<file path="src/rtl/bingo_number_entry.sv">
// bingo_number_entry: assembles 1-2 digit Bingo numbers, range/duplicate checks them, offers them over valid/ready.
// Optional macro ENTRY_TIMEOUT_EN discards a stale partial entry after TIMEOUT_CYCLES idle cycles.
`default_nettype none

module bingo_number_entry #(
  parameter int MAX_NUM        = 25,
  parameter int TIMEOUT_CYCLES = 100_000_000
) (
  input  logic       clk,
  input  logic       rst,
  input  logic [3:0] digit,
  input  logic       digit_valid,
  input  logic       enter_pulse,
  input  logic       clear_used,
  output logic [6:0] num_out,
  output logic       num_valid,
  input  logic       num_ready,
  output logic       err_pulse,
  output logic [1:0] err_code,
  output logic [3:0] disp_tens,
  output logic [3:0] disp_ones,
  output logic       busy
);

  localparam logic [1:0] S_EMPTY = 2'd0;
  localparam logic [1:0] S_D1    = 2'd1;
  localparam logic [1:0] S_D2    = 2'd2;
  localparam logic [1:0] S_OFFER = 2'd3;
  localparam logic [6:0] C_MAX   = 7'(MAX_NUM);
  localparam logic [3:0] C_BLANK = 4'd15;

  logic [1:0]       state_q, state_d;
  logic [3:0]       tens_q, tens_d, ones_q, ones_d;
  logic [MAX_NUM:0] used_q, used_d;
  logic [6:0]       num_out_q, num_out_d;
  logic             num_valid_q, num_valid_d;
  logic             err_pulse_q, err_pulse_d;
  logic [1:0]       err_code_q, err_code_d;

  logic [6:0]       w_value;
  logic             w_dup;
  logic [MAX_NUM:0] w_onehot;
  logic             w_digit_ok;
  logic             w_timeout;

  assign w_digit_ok = digit_valid && (digit <= 4'd9);
  // tens*10 built from shifts to keep the datapath multiplier-free
  assign w_value = (state_q == S_D2)
                 ? (({3'b0, tens_q} << 3) + ({3'b0, tens_q} << 1) + {3'b0, ones_q})
                 : {3'b0, ones_q};

  always_comb begin
    w_dup    = 1'b0;
    w_onehot = '0;
    for (int i = 0; i <= MAX_NUM; i++) begin
      if (w_value == 7'(i)) begin
        w_dup       = used_q[i];
        w_onehot[i] = 1'b1;
      end
    end
  end

`ifdef ENTRY_TIMEOUT_EN
  localparam int CW = $clog2(TIMEOUT_CYCLES + 1);
  logic [CW-1:0] cnt_q, cnt_d;
  logic          w_counting;

  assign w_timeout  = (cnt_q == CW'(TIMEOUT_CYCLES - 1));
  assign w_counting = ((state_q == S_D1) || (state_q == S_D2)) && (state_d == state_q)
                      && !clear_used && !enter_pulse && !w_digit_ok;
  assign cnt_d      = w_counting ? cnt_q + 1'b1 : '0;

  always_ff @(posedge clk or negedge rst) begin
    if (!rst) cnt_q <= '0;
    else      cnt_q <= cnt_d;
  end
`else
  assign w_timeout = 1'b0;
`endif

  always_comb begin
    state_d     = state_q;
    tens_d      = tens_q;
    ones_d      = ones_q;
    used_d      = used_q;
    num_out_d   = num_out_q;
    num_valid_d = num_valid_q;
    err_pulse_d = 1'b0;
    err_code_d  = err_code_q;
    if (clear_used) begin
      used_d      = '0;
      state_d     = S_EMPTY;
      num_valid_d = 1'b0;
    end else begin
      case (state_q)
        S_EMPTY: begin
          if (enter_pulse) begin
            err_pulse_d = 1'b1;
            err_code_d  = 2'd1;
          end else if (w_digit_ok) begin
            ones_d  = digit;
            state_d = S_D1;
          end
        end
        S_D1, S_D2: begin
          if (enter_pulse) begin
            state_d = S_EMPTY;
            if ((w_value == 7'd0) || (w_value > C_MAX)) begin
              err_pulse_d = 1'b1;
              err_code_d  = 2'd2;
            end else if (w_dup) begin
              err_pulse_d = 1'b1;
              err_code_d  = 2'd3;
            end else begin
              num_out_d   = w_value;
              used_d      = used_q | w_onehot;
              num_valid_d = 1'b1;
              state_d     = S_OFFER;
            end
          end else if (w_digit_ok) begin
            tens_d  = ones_q;
            ones_d  = digit;
            state_d = S_D2;
          end else if (w_timeout) begin
            state_d = S_EMPTY;
          end
        end
        default: begin
          if (num_ready) begin
            state_d     = S_EMPTY;
            num_valid_d = 1'b0;
          end
        end
      endcase
    end
  end

  always_ff @(posedge clk or negedge rst) begin
    if (!rst) begin
      state_q     <= S_EMPTY;
      tens_q      <= 4'd0;
      ones_q      <= 4'd0;
      used_q      <= '0;
      num_out_q   <= 7'd0;
      num_valid_q <= 1'b0;
      err_pulse_q <= 1'b0;
      err_code_q  <= 2'd0;
    end else begin
      state_q     <= state_d;
      tens_q      <= tens_d;
      ones_q      <= ones_d;
      used_q      <= used_d;
      num_out_q   <= num_out_d;
      num_valid_q <= num_valid_d;
      err_pulse_q <= err_pulse_d;
      err_code_q  <= err_code_d;
    end
  end

  // OFFER shows the digits that formed num_out; a leading zero is blanked
  always_comb begin
    disp_tens = C_BLANK;
    disp_ones = C_BLANK;
    case (state_q)
      S_D1:    disp_ones = ones_q;
      S_D2: begin
        disp_tens = tens_q;
        disp_ones = ones_q;
      end
      S_OFFER: begin
        disp_tens = (num_out_q < 7'd10) ? C_BLANK : tens_q;
        disp_ones = ones_q;
      end
      default: ;
    endcase
  end

  assign num_out   = num_out_q;
  assign num_valid = num_valid_q;
  assign err_pulse = err_pulse_q;
  assign err_code  = err_code_q;
  assign busy      = (state_q == S_OFFER);

endmodule

`default_nettype wire

</file>
<file path="config.mk">
export PLATFORM = sky130hd
export DESIGN_NAME = bingo_number_entry
export DESIGN_NICKNAME = d
export VERILOG_FILES = /design/src/rtl/bingo_number_entry.sv
export SDC_FILE = /design/constraint.sdc
export NUM_CORES = 1
export LEC_CHECK = 0
export ABC_AREA = 0
export CAP_MARGIN = 20
export CORE_MARGIN = 4
export CORE_UTILIZATION = 40
export CTS_BUF_LIST = sky130_fd_sc_hd__clkbuf_8
export DETAILED_ROUTE_END_ITERATION = 16
export PLACE_DENSITY_LB_ADDON = 0.3
export SLEW_MARGIN = 40
export SYNTH_ARGS = -nofsm -noshare
export SYNTH_HDL_FRONTEND = slang
export SYNTH_SLANG_ARGS = --single-unit
</file>
<file path="constraint.sdc">
create_clock -name clk -period 5.4 [get_ports clk]
set_input_delay 0.81 -clock clk [delete_from_list [all_inputs] [get_ports clk]]
set_output_delay 0.81 -clock clk [all_outputs]
set_load 0.05 [all_outputs]
</file>
### Word level (Yosys, flattened, before mapping)

Index checks and enable logic that the tools add are counted.

| word-level totals | value |
|---|---|
| register bits after elaboration | 47 |
| latch bits | 0 |
| RAM bits | 0 |
| memory bits (read-only) | 0 |
| input bits | 10 |
| output and inout bits | 20 |
| memories | 0 |

| operators by class | value |
|---|---|
| add/sub/neg operators | 2 |
| $mul | 0 |
| div/mod/pow operators | 0 |
| $lt $le $gt $ge | 3 |
| eq/ne operators | 40 |
| shifts and indexed selects | 0 |
| muxes and demuxes | 87 |
| bitwise gates (word level) | 5 |
| reductions and logical operators | 19 |

Operators with widths:

| operator | number |
|---|---|
| $mux W26 | 5 |
| $eq A7 B5 Y1 const B | 10 |
| $mux W1 | 62 |
| $eq A7 B4 Y1 const B | 8 |
| $eq A7 B3 Y1 const B | 4 |
| $or A26 B26 Y26 | 1 |
| $mux W2 | 12 |
| $ne A3 B3 Y1 const B | 6 |
| $reduce_and A4 Y1 | 4 |
| $reduce_and A5 Y1 | 3 |
| $eq A7 B2 Y1 const B | 2 |
| $ne A2 B2 Y1 const B | 5 |
| $mux W4 | 2 |
| $pmux W2 S2 | 2 |
| $pmux W4 S2 | 1 |
| $add A7 B4 Y7 | 1 |
| $add A7 B5 Y7 | 1 |
| $eq A7 B1 Y1 const B | 1 |
| $gt A7 B5 Y1 const B | 1 |
| $logic_not A7 Y1 | 1 |
| $lt A7 B4 Y1 const B | 1 |
| $mux W7 | 1 |
| $reduce_bool A2 Y1 | 3 |
| $reduce_or A3 Y1 | 2 |
| other kinds (12) | 17 |

### Depth between registers and ports, before layout

Gate-level depths: netlist of run 1.

| logic depth | value |
|---|---|
| depth in word-level cells | 35 |
| gate-level depth with buffers | 13 |

### Least setup slack after synthesis of run 1

Ideal clock, no wire load.

| timing | value |
|---|---|
| path type | register to register |
| start | register tens_q[0] |
| end | register state_q[1] |
| arrival time | 3081 ps |
| setup slack | 2193 ps |
| stages on the path, launching flop included | 11 |
| buffers on the path | 1 |
| clock period less this slack | 3207 ps |
| path through | dfrtp_1 > fa_1 > fa_1 > nor3b_2 > o21ai_0 > o22a_1 > a211oi_1 > o211a_1 > buf_2 > o21ai_2 > a311o_1 |

| between the ends | value |
|---|---|
| word-level cells in the longest chain between the ends | 35 |
| elaborated cells on any way between the ends | 62 |
| classes of those cells | add/sub: 2; order compare: 1; eq/ne: 25; mux: 32; reduce/logical: 2 |

Ends and longest elaborated chain:

| element | RTL line | source |
|---|---|---|
| start: declaration | 33 | `logic [3:0] tens_q, tens_d, ones_q, ones_d;` |
| start signal: assignment | 150 | `tens_q <= tens_d;` |
| $add A7 B5 Y7 * | 49 | `? (({3'b0, tens_q} << 3) + ({3'b0, tens_q} << 1) + {3'b0, ones_q})` |
| $add A7 B4 Y7 * | 49 |  |
| $mux W7 * | 49 |  |
| $logic_not A7 Y1 | 56, 108 |  |
| $mux W1 (26 in a row) | 56 | `if (w_value == 7'(i)) begin` |
| $mux W2 | 111 | `end else if (w_dup) begin` |
| $mux W2 * | 108 | `if ((w_value == 7'd0) \|\| (w_value > C_MAX)) begin` |
| $mux W2 * | 106 | `if (enter_pulse) begin` |
| $pmux W2 S2 * | 95 | `case (state_q)` |
| $mux W2 * | 90 | `if (clear_used) begin` |
| end signal: assignment | 149 | `state_q <= state_d;` |
| end: declaration | 32 | `logic [1:0] state_q, state_d;` |

Every way passes the cells marked *; elsewhere a longest branch is shown, timed or not.
A chain may end at the register's enable or synchronous reset.

### Final worst setup path of run 1

| timing | value |
|---|---|
| start | register ones_q[3] |
| end | register state_q[1] |

| between the ends | value |
|---|---|
| word-level cells in the longest chain between the ends | 34 |
| elaborated cells on any way between the ends | 61 |
| classes of those cells | add/sub: 1; order compare: 1; eq/ne: 25; mux: 32; reduce/logical: 2 |

Ends and longest elaborated chain:

| element | RTL line | source |
|---|---|---|
| start: declaration | 33 |  |
| start signal: assignment | 151 | `ones_q <= ones_d;` |
| $add A7 B4 Y7 | 49 |  |
| $mux W7 * | 49 |  |
| $logic_not A7 Y1 | 56, 108 |  |
| $mux W1 (26 in a row) | 56 |  |
| $mux W2 | 111 |  |
| $mux W2 * | 108 |  |
| $mux W2 * | 106 |  |
| $pmux W2 S2 * | 95 |  |
| $mux W2 * | 90 |  |

Marked as above.

==> summary.txt, run 1 <==
Post-synth EDFFs: 0
initial antenna violation count: 0
Core Area: 7370 um2
FF-to-FF Start: ones_q[3]
fill count: 719
Cell Pwr Density: 320 nW/um2
Site Rows: 31
clock slew at reported path FFs: 0.09 ns
crit-path max FO: 11
CTS Root Cell: clkbuf_8
DIE AREA: 9190 um2
antenna cells: 0
via/cell ratio: 5.75
WP data required: 5.59 ns
first-pass GRT wire length: 13.2 mm
hold buffers post-CTS: 0
Max Cap Viol: 0
max frequency: 0.263 GHz
Final GP Congestion: 0.852
vias in the first global route: 2524
Synth Cell Area: 3090 um2
fin crit share: 0.704
starting density of the core: 0.419
largest net degree at the start of global routing: 48
Post-CTS Resized: 0
CTS tree: yes
hpwl dp: 5.66 mm
status: finished clean
yosys warns: 0
CP max-delay cell: fa_1
area leader, netlist: dfrtp_1
CP delay by family, top: adder cells
CTS sink cnt: 47
die width: 95.8 um
endpoints failing hold: 0
Area Growth Syn to Fin: 13.5%
Vias: 2660
final wirelength: 7.82 mm
CTS max path bufs: 2
Synth Register Bits: 47
crit path time final: 3.80 ns
R2R Path End: state_q[1]
IO buf count: 29
relative slew slack: 0.437
distinct cell type count after synthesis: 67
Setup violations, final: 0
Synth top area share: 0.381
Die Y: 95.8 um
Register Area: 1180 um2
Synthesized Nets: 365
fin nets: 385
DRC viols: 0
Final TNS setup: 0 ns
total grt overflow: 0
Least-Margin Pin Slew: 0.844 ns
wire length per cell: 16.9 um
io pins: 30
Main synth FF type: dfrtp_1
Worst setup EP type: flip-flop
buffer count from post-CTS setup fixing: 0
reg2reg setup slack: 1.60 ns
initial DRC count: 306
sum of buffers and inverters on the critical path: 0
Arr. time, crit path: 3.99 ns
H-tree levels: 2
Synth area leaders: dfrtp_1, ha_1, o22ai_1
Finished Core Util: 0.475
area taken by multi-input logic gates: 1710 um2
r2r worst-path depth: 9
fraction of registers with async set/reset: 1.00
RSZ-0062 raised after global routing: no
Max Clock Skew: 0.00557 ns
number of CTS-inserted buffers: 5
CP startpoint kind: flip-flop
critical path class: flip-flop to flip-flop
LEAKAGE: 1.36 nW
Final Max Tran Viols: 0
min-delay worst type: primary input to async pin
Worst-Skew Late Latency: 0.30 ns
ANT nets after route: 0
CP max stage delay: 0.61 ns
crit-path cells: fa_1 > fa_1 > nor3b_2 > o211ai_1 > or3_1 > a21boi_1 > or2_1 > o21ai_2 > a311o_1
share of cells above drive strength 1: 0.0797
DR pass1 iterations: 4
synthesized instance count: 343
Total GRT Usage: 0.182
sequential area share after synthesis: 0.381
syn avg cell area: 9.00 um2
most used cell, CP: fa_1
Worst VDD drop: 0.182 mV
-- registers in the layout, summed over array words and instances (netlist names) --
| name | flops |
|---|---|
| num_valid | 1 |
| ones_q | 4 |
| err_code | 2 |
| used_q | 26 |
| tens_q | 4 |
| state_q | 2 |
| err_pulse | 1 |
| num_out | 7 |
-- report_power, final --
group	internal (mW)	switching [mW]
registers	0.380	0.0475
logic	0.182	0.302
clock network	0.0888	0.120
-- layout make-up --
| class | instances | area share |
|---|---|---|
| sequential | 47 | 0.336 |
| clock buffer | 5 | 0.0196 |
| multi-input combinational | 250 | 0.489 |
| clock inverter | 3 | 0.00464 |
| tap | 99 | 0.0354 |
| inverter | 29 | 0.0311 |
| timing repair buffer | 30 | 0.0843 |
-- cell usage after synthesis (all sizes together), types with 6 or more instances --
cell / number
a21oi: 10
and2: 11
buf: 8
clkbuf: 9
dfrtp: 47
ha: 10
inv: 28
mux2i: 10
nand2: 30
nand2b: 10
nand3: 16
nand4: 9
nor2: 11
nor3: 9
o21ai: 22
o22ai: 20
or2: 6
-- per-stage QoR --
stage | instances | power, mW | hold slack [ns] | worst slack, ns | cell area [um2]
4_1_cts | 463 | 1.13 | 0.506 | 1.65 | 3500
5_1_grt | 463 | 1.19 | 0.536 | 1.30 | 3500
3_3_place_gp | 455 | 0.903 | 0.474 | 1.77 | 3410
2_1_floorplan | 343 | 0.785 | 0.451 | 2.19 | 3090
6_report | 463 | 1.12 | 0.503 | 1.60 | 3500
3_5_place_dp | 455 | 0.913 | 0.484 | 1.66 | 3420
-- routing by layer --
| metal | track usage | wire length, um |
|---|---|---|
| met5 | 0 | 0 |
| met1 | 0.272 | 3780 |
| met3 | 0.0235 | 381 |
| met2 | 0.275 | 3530 |
| met4 | 0.0545 | 128 |
-- placed cells by master (no fill, tap or decap), types with 4 or more instances in the layout --
cell type and n:
a211oi_1 4, a21oi_1 10, and2_1 8, clkbuf_8 5, clkdlybuf4s50_1 28, dfrtp_1 47
ha_1 10, inv_1 29, mux2_2 5, mux2i_1 9, nand2_1 30, nand2b_1 10
nand3_1 16, nand3b_1 5, nand4_1 9, nor2_1 11, nor3_1 9, o21ai_0 20
o22ai_1 20, or2_2 5
-- how the worst max path moves through the flow --
stage / from / endpoint / slack (ns) / depth (start not counted)
2_1_floorplan: tens_q[0] / state_q[1] / 2.19 / 10
3_3_place_gp: ones_q[3] / state_q[1] / 1.77 / 9
3_5_place_dp: ones_q[3] / state_q[1] / 1.66 / 9
4_1_cts: ones_q[3] / state_q[1] / 1.65 / 9
5_1_grt: state_q[0] / state_q[1] / 1.30 / 9
6_report: ones_q[3] / state_q[1] / 1.60 / 9
-- cells by family after synthesis --
kind of cell             after synthesis  share of synthesized area
adder cells (fa/ha/maj)               12                     0.0535
AND/OR/NAND/NOR                      123                      0.214
AO/OA/AOI/OAI                         99                      0.230
flip-flops                            47                      0.381
XOR/XNOR                               1                    0.00284
multiplexers                          15                     0.0547
buffers and inverters                 46                     0.0640
No activity file was read; power rests on OpenSTA's default activity.
==> run 2: changes to the inputs <==
==> constraint.sdc (replaced) <==
create_clock -name clk -period 3.3 [get_ports clk]
set_input_delay 0.495 -clock clk [delete_from_list [all_inputs] [get_ports clk]]
set_output_delay 0.495 -clock clk [all_outputs]
set_load 0.05 [all_outputs]
==> run 2 against run 1 <==
  * Worst hold slack got worse by 0.32 ns
  * Total power is 86% higher
  * Critical path depth down 1
  * Global-route usage is 1.8 points higher
  * First-iteration DRC count is 36% lower
  * Sequential share of layout area decreased by 3.8 points
  * Clock power is 86% higher
  * Routed wire length rose by 10%
  * Core utilization grew 6.1 points
  * Register-to-register slack lost 1.6 ns
  * Critical endpoint is now used_q[19]
==> summary.txt, run 2 (synthesis gave the netlist of run 1 again) <==
status: finished clean (unchanged)
R2R Path End: used_q[19] (was state_q[1])
Vias: 2861 (was 2660)
starting density of the core: 0.419 (unchanged)
first-pass GRT wire length: 14.6 mm (was 13.2 mm)
min-delay worst type: primary input to async pin (unchanged)
crit-path max FO: 4 (was 11)
initial DRC count: 197 (was 306)
sw frac: 0.400 (was 0.419)
Least-Margin Pin Slew: 0.601 ns (was 0.844 ns)
Site Rows: 31 (unchanged)
Worst-Skew Late Latency: 0.30 ns (about the same)
CTS Root Cell: clkbuf_8 (unchanged)
Setup violations, final: 0 (unchanged)
DIE AREA: 9190 um2 (unchanged)
number of CTS-inserted buffers: 5 (unchanged)
r2r worst-path depth: 8 (was 9)
FF-to-FF Start: ones_q[3] (unchanged)
crit path time final: 3.28 ns (was 3.80 ns)
vias in the first global route: 2819 (was 2524)
IO buf count: 29 (unchanged)
Biggest register: used_q (unchanged)
most frequent cells in the layout: dfrtp_1, buf_4, inv_1 (was dfrtp_1, nand2_1, inv_1)
sequential share of power: 0.319 (was 0.381)
most common cell after layout, fill and taps aside: dfrtp_1 (unchanged)
internal cell power: 1.25 mW (was 651 uW)
clock slew at reported path FFs: 0.09 ns (about the same)
max reg flops: 26 (unchanged)
CP startpoint kind: flip-flop (unchanged)
area taken by multi-input logic gates: 1840 um2 (was 1710 um2)
final hold slack: 0.180 ns (was 0.503 ns)
Die Y: 95.8 um (unchanged)
Max Clock Skew: 0.00554 ns (was 0.00557 ns)
endpoints failing hold: 0 (unchanged)
Power Total: 2.09 mW (was 1.12 mW)
Area Growth Syn to Fin: 27.9% (was 13.5%)
post-route insts no fill: 498 (was 463)
fin crit share: 0.993 (was 0.704)
Placed Instances: 484 (was 455)
Clk network pwr share: 0.187 (was 0.186)
final wirelength: 8.63 mm (was 7.82 mm)
fin nets: 420 (was 385)
Placed Area: 3650 um2 (was 3420 um2)
Sw Pwr: 836 uW (was 469 uW)
Arr. time, crit path: 3.51 ns (was 3.99 ns)
io pins: 30 (unchanged)
Final TNS setup: 0 ns (unchanged)
ANT nets after route: 0 (unchanged)
H-tree levels: 2 (unchanged)
RSZ-0062 raised after global routing: yes (was no)
Final GP Congestion: 0.902 (was 0.852)
Worst setup EP type: flip-flop (unchanged)
wire length per cell: 17.3 um (was 16.9 um)
CTS tree: yes (unchanged)
Cell Pwr Density: 529 nW/um2 (was 320 nW/um2)
Max Cap Viol: 0 (unchanged)
Final Max Tran Viols: 0 (unchanged)
via/cell ratio: 5.74 (was 5.75)
Worst VDD drop: 0.304 mV (was 0.182 mV)
hold buffers post-CTS: 0 (unchanged)
CTS sink cnt: 47 (unchanged)
Register Area: 1180 um2 (unchanged)
hpwl dp: 6.14 mm (was 5.66 mm)
largest net degree at the start of global routing: 48 (unchanged)
LEAKAGE: 1.59 nW (was 1.36 nW)
die width: 95.8 um (unchanged)
fin worst setup slack: 0.0215 ns (was 1.60 ns)
max frequency: 0.305 GHz (was 0.263 GHz)
DRC viols: 0 (unchanged)
share of cells above drive strength 1: 0.223 (was 0.0797)
fill count: 689 (was 719)
post-route cell area: 3950 um2 (was 3500 um2)
pre-CTS setup slack: -0.0938 ns (was 1.66 ns)
CTS max path bufs: 2 (unchanged)
WP data required: 3.53 ns (was 5.59 ns)
critical path class: flip-flop to flip-flop (unchanged)
reg2reg setup slack: 0.02 ns (was 1.60 ns)
Finished Core Util: 0.536 (was 0.475)
initial antenna violation count: 0 (unchanged)
antenna cells: 0 (unchanged)
Core Area: 7370 um2 (unchanged)
DR pass1 iterations: 4 (unchanged)
combinational group share of total power: 0.495 (was 0.432)
total grt overflow: 0 (unchanged)
Total GRT Usage: 0.200 (was 0.182)
relative slew slack: 0.591 (was 0.437)
run 2: worst max-delay path by stage:
stage / slack, ns / to / start
finish: 0.02 / used_q[19] / ones_q[3]
global route: -0.11 / used_q[19] / ones_q[3]
CTS: 0.007 / num_out[3] / tens_q[1]
detailed placement: -0.09 / num_out[2] / tens_q[0]
global placement: -0.06 / state_q[1] / tens_q[0]
floorplan: 0.09 / state_q[1] / tens_q[0]
run 2: layout make-up:
class	instances	area share
clock inverter	1	0.000951
clock buffer	7	0.0244
timing repair buffer	65	0.151
multi-input combinational	250	0.467
sequential	47	0.298
inverter	29	0.0276
tap	99	0.0314
run 2: power by group through the flow:
stage	logic, mW	registers [mW]	clock network (mW)
2_1_floorplan	0.543	0.742	0
3_3_place_gp	0.914	0.674	0
3_5_place_dp	0.921	0.676	0
4_1_cts	0.958	0.664	0.394
5_1_grt	1.13	0.674	0.417
6_report	1.03	0.665	0.389
run 2: worst max-delay path, cell delays in order, from the launching register on:
cell,delay (ns)
dfrtp_1,0.41
fa_1,0.61
fa_2,0.48
nand3b_1,0.26
a221o_1,0.36
a32o_2,0.23
a31o_4,0.26
or4_4,0.52
o21ai_1,0.08
run 2: repair_timing:
item,4_1_cts,5_1_grt
buffers inserted,1,4
pin swaps,4,14
gates resized for setup,7,31
cloned,0,1
endpoints found under the setup margin,26,35
run 2: layer usage:
| metal | up-vias | part of all wire | GRT usage |
|---|---|---|---|
| met4 | 0 | 0.013 | 0.0509 |
| li1 | 1380 | - | - |
| met2 | 64 | 0.48 | 0.316 |
| met3 | 15 | 0.035 | 0.0313 |
| met5 | - | 0 | 0 |
| met1 | 1402 | 0.47 | 0.287 |
